==> config.mk <==
export PLATFORM = sky130hd
export DESIGN_NAME = pulse_capture
export DESIGN_NICKNAME = d
export VERILOG_FILES = /design/src/rtl/pulse_capture.sv
export SDC_FILE = /design/constraint.sdc
export NUM_CORES = 1
export LEC_CHECK = 0
export CAP_MARGIN = 15
export CORE_AREA = 4 4 92 85
export CTS_CLUSTER_DIAMETER = 60
export DETAILED_ROUTE_END_ITERATION = 12
export DIE_AREA = 0 0 96 89
export HOLD_SLACK_MARGIN = 0.08
export PLACE_DENSITY = 0.86
export RECOVER_POWER = 50
export SYNTH_ARGS = -nofsm -noshare
export SYNTH_HDL_FRONTEND = slang
export SYNTH_SLANG_ARGS = --single-unit
==> constraint.sdc <==
create_clock -name clock -period 2.2 [get_ports clock]
set_input_delay 0.55 -clock clock [delete_from_list [all_inputs] [get_ports clock]]
set_output_delay 0.55 -clock clock [all_outputs]
set_load 0.01 [all_outputs]
==> src/rtl/pulse_capture.sv <==
// pulse_capture: timestamps edges of an async pulse against the PWM tick counter and reports width/period via valid/ack
module pulse_capture #(
  parameter int bitwidth = 10,
  parameter int sync_stages = 2
) (
  input  logic                clock,
  input  logic                reset,
  input  logic                enable,
  input  logic [bitwidth-1:0] counter_value,
  input  logic                measured_signal,
  input  logic                capture_ack,
  output logic [bitwidth-1:0] tick_number_rising_edge,
  output logic [bitwidth-1:0] tick_number_falling_edge,
  output logic [bitwidth-1:0] pulse_width,
  output logic [bitwidth-1:0] pulse_period,
  output logic                period_known,
  output logic                capture_valid,
  output logic                overrun
);
  typedef enum logic [1:0] {WAIT_LOW, WAIT_RISE, WAIT_FALL} state_t;
  state_t state, state_next;
  logic [sync_stages-1:0] sync, primed;
  logic [sync_stages-1:0][bitwidth-1:0] count_delay;
  logic [bitwidth-1:0] edge_tick, rise_tick, prev_rise, period_work;
  logic level, level_prev, rise, fall, start, done, prev_known, known_work;
  assign level = sync[sync_stages-1];
  assign edge_tick = count_delay[sync_stages-1];
  assign rise = level & ~level_prev;
  assign fall = ~level & level_prev;
  // primed marks that the last synchronizer flop holds a real sample rather than reset residue
  always_comb begin
    start = enable && state == WAIT_RISE && rise;
    done = enable && state == WAIT_FALL && fall;
    state_next = !enable ? WAIT_LOW :
                 state == WAIT_LOW ? (primed[sync_stages-1] && !level ? WAIT_RISE : WAIT_LOW) :
                 start ? WAIT_FALL :
                 done ? WAIT_RISE : state;
  end
  always_ff @(posedge clock) begin
    if (reset) begin
      state <= WAIT_LOW;
      sync <= '0;
      primed <= '0;
      count_delay <= '0;
      level_prev <= 1'b0;
      rise_tick <= '0;
      prev_rise <= '0;
      period_work <= '0;
      prev_known <= 1'b0;
      known_work <= 1'b0;
      tick_number_rising_edge <= '0;
      tick_number_falling_edge <= '0;
      pulse_width <= '0;
      pulse_period <= '0;
      period_known <= 1'b0;
      capture_valid <= 1'b0;
      overrun <= 1'b0;
    end else begin
      state <= state_next;
      sync <= {sync[sync_stages-2:0], measured_signal};
      primed <= {primed[sync_stages-2:0], 1'b1};
      count_delay <= {count_delay[sync_stages-2:0], counter_value};
      level_prev <= level;
      if (!enable) prev_known <= 1'b0;
      if (start) begin
        rise_tick <= edge_tick;
        prev_rise <= edge_tick;
        prev_known <= 1'b1;
        period_work <= prev_known ? edge_tick - prev_rise : '0;
        known_work <= prev_known;
      end
      if (done && (!capture_valid || capture_ack)) begin
        tick_number_rising_edge <= rise_tick;
        tick_number_falling_edge <= edge_tick;
        pulse_width <= edge_tick - rise_tick;
        pulse_period <= period_work;
        period_known <= known_work;
        capture_valid <= 1'b1;
      end else if (capture_ack) capture_valid <= 1'b0;
      if (done && capture_valid && !capture_ack) overrun <= 1'b1;
    end
  end
endmodule

==> impl_metrics.toml <==
[clocking]
cts_buffers = 9
clkSinkCount = 92
root_buffer = "clkbuf_8"
clk_path_buf_depth = 2
h-tree-depth = 3
cts.clk_slew.worst_paths_ns = 0.08
clk_latency_ns = 0.35
cts_tree = "built"

[global_route]
grt_max_degree = 35
grt_antenna_before_repair = 0
grt_pass1_wl_mm = 13.10
grt_pass1_vias = 2912
grt_overflow = 0
globalRouteTotalUtil = 0.1951

[detailed_routing]
vias_per_cell = 5.338
routed_wl_mm = 7.783
postRouteAntennaNets = 0
dr.pass1.iters = 4
drc = 0
drtIter0Drc = 204
wl_per_cell_um = 13.63
vias = 3048

[cells_and_area]
final_cell_mix = "nand2_1 (100), dfxtp_1 (92), a21oi_1 (58)"
drive_gt1_frac = 0.07741
final_common_cell = "nand2_1"
num_antenna_cells = 0
final_nets = 498
finalNonFillerCells = 571
area_growth_pct = 26.34

[sta]
period_minus_slack_ns = 2.069
maxSlewViolCount = 0
finClkSkew_ns = 0.004437
fin_hold_ws_ns = 0.4452
rsz0062_at_grt = "false"
worst_pin_slew_ns = 0.8937
post-route-period-util = 0.9404
fmax_ghz = 0.4834
finalSetupViolations = 0
setup_tns_ns = 0
timing.slew.headroom = 0.4042
hold_violations = 0

[critical_path]
crit_chain = "inv_1, ha_1, inv_1, fa_1, a211oi_2, or3_1, a21oi_2, nor4b_2, a311o_1"
critPathKind = "flip-flop to flip-flop"
critPathMaxFanout = 4
arrival_ns = 2.31
crit_path_start = "edge_tick[0]"
critPathMostFrequentCell = "inv_1"
reg2reg_depth = 9
crit_end = "pulse_width[8]"
crit_buf_inv = 2
path_delay_family = "compound AO/OA/AOI/OAI gates"
slowest_delay_ns = 0.40
slowest_stage = "fa_1"
end_kind = "flip-flop"
cp.required_ns = 2.44
worstReg2RegEnd = "pulse_width[8]"
reg2reg_slack_ns = 0.13
r2r-start = "edge_tick[0]"
cp.depth = 9
crit_path_start_kind = "flip-flop"

[die]
die_h_um = 89
core_area_mm2 = 0.006930
rows = 29
pin_count = 58
die_w_um = 96
start_util = 0.5140
die_area_mm2 = 0.008544

[synth]
ys_types = 46
avgSynthCellArea_um2 = 8.584
synth_edf_count = 0
ys.flop_type = "dfxtp_1"
syn_inst = 415
synth_seq_area_share = 0.5170
syn_nets = 440
async_flop_share = 0
yosysWarnings = 0
synth-seq-cells = 92
synth_area_mm2 = 0.003562

[placement]
port_buffers = 57
gp_congestion = 0.8355
dp.cells = 555
dp_hpwl_mm = 5.691

[flow_run]
max_cap_viol_count = 0

[pwr]
power.total_mw = 3.233
max-vdd-ir-drop_v = 0.0004370
leakagePower_nw = 1.630
powerDensity_mw_per_mm2 = 718.4

[run_status]
outcome = "finished, final reports clean"

[worst_hold_path]
hold_path.class = "flip-flop to flip-flop"
## stage by stage
stage / area (µm²) / worst slack [ns] / util
final: 4501 / 0.1312 / 0.6494
after global routing: 4501 / 0.01435 / 0.6494
after CTS: 4512 / 0.06792 / 0.6510
after detailed placement: 4262 / -0.01903 / 0.6149
after global placement: 4262 / 0.06602 / 0.6149
after floorplan: 3562 / 0.2226 / -
## worst register-to-register path, cell delays in order (launching register included)
cell and delay, ns:
dfxtp_1 0.33, inv_1 0.06, ha_1 0.15, inv_1 0.06, fa_1 0.40, a211oi_2 0.22, or3_1 0.16, a21oi_2 0.08
nor4b_2 0.17, a311o_1 0.32
## Yosys cell counts (4+ instances only)
cell      instances  share of area
or3_1             5         0.0088
dfxtp_1          92           0.52
inv_1            13          0.014
a211oi_1          5          0.011
ha_1              9          0.032
nand3_1          16          0.022
xnor2_1           4         0.0098
nor2b_1          26          0.046
nand2_1          99           0.10
a21oi_1          58          0.081
clkbuf_1         11          0.012
buf_2            11          0.015
o21ai_0           8          0.011
nor2_1           12          0.013
## layout make-up
| class | instances | area [µm²] |
|---|---|---|
| inverters | 13 | 48.80 |
| multi-input cells | 285 | 1565 |
| repair buffers | 72 | 678.2 |
| clock inverters | 4 | 95.09 |
| fillers | 569 | 2430 |
| clock buffers | 12 | 155.1 |
| well taps | 93 | 116.4 |
| flip-flops and latches | 92 | 1842 |
## how the worst min path moves through the flow
stage	start	end	slack (ns)	depth (start not counted)
after CTS	count_delay[8]	edge_tick[8]	0.45	1
final	count_delay[9]	edge_tick[9]	0.45	1
after global routing	count_delay[8]	edge_tick[8]	0.46	1
after floorplan	count_delay[0]	edge_tick[0]	0.41	1
after detailed placement	count_delay[8]	edge_tick[8]	0.43	1
after global placement	count_delay[6]	edge_tick[6]	0.42	1
## power breakdown
part | internal, mW | switching [mW]
logic | 0.0706 | 0.0909
registers | 1.69 | 0.0116
clock network | 0.816 | 0.559
## sequential cells by signal, indices dropped and copies added (netlist names)
| register | count |
|---|---|
| prev_known | 1 |
| pulse_width | 10 |
| tick_number_falling_edge | 10 |
| overrun | 1 |
| period_work | 10 |
| count_delay | 10 |
| known_work | 1 |
| tick_number_rising_edge | 10 |
| prev_rise | 10 |
| state | 2 |
| primed | 2 |
| period_known | 1 |
| pulse_period | 10 |
| edge_tick | 10 |
| sync | 2 |
| capture_valid | 1 |
| level_prev | 1 |
## kinds of logic (layout without fill, tap and decap cells)
logic type / after synthesis / in the layout / synth area share
buffers and inverters: 38 / 101 / 0.04391
AO/OA/AOI/OAI: 88 / 88 / 0.1430
adder cells (fa/ha/maj): 10 / 10 / 0.03723
AND/OR/NAND/NOR: 182 / 182 / 0.2462
flip-flops: 92 / 92 / 0.5170
XOR/XNOR: 4 / 4 / 0.009834
multiplexers: 1 / 1 / 0.002810
## timing repair
item | CTS | global route
gates resized for setup | 0 | 1
hold buffers | 0 | 0
endpoints found under the setup margin | 0 | 3
setup buffers | 0 | 0
## per-layer routing
metal	GRT usage	share of wire	wire (µm)
met1	0.2472	0.44	3387
met3	0.04545	0.064	502
met4	0.09173	0.022	175
met2	0.3154	0.48	3717
met5	0	0	0
Power figures use the tool's default switching activity.
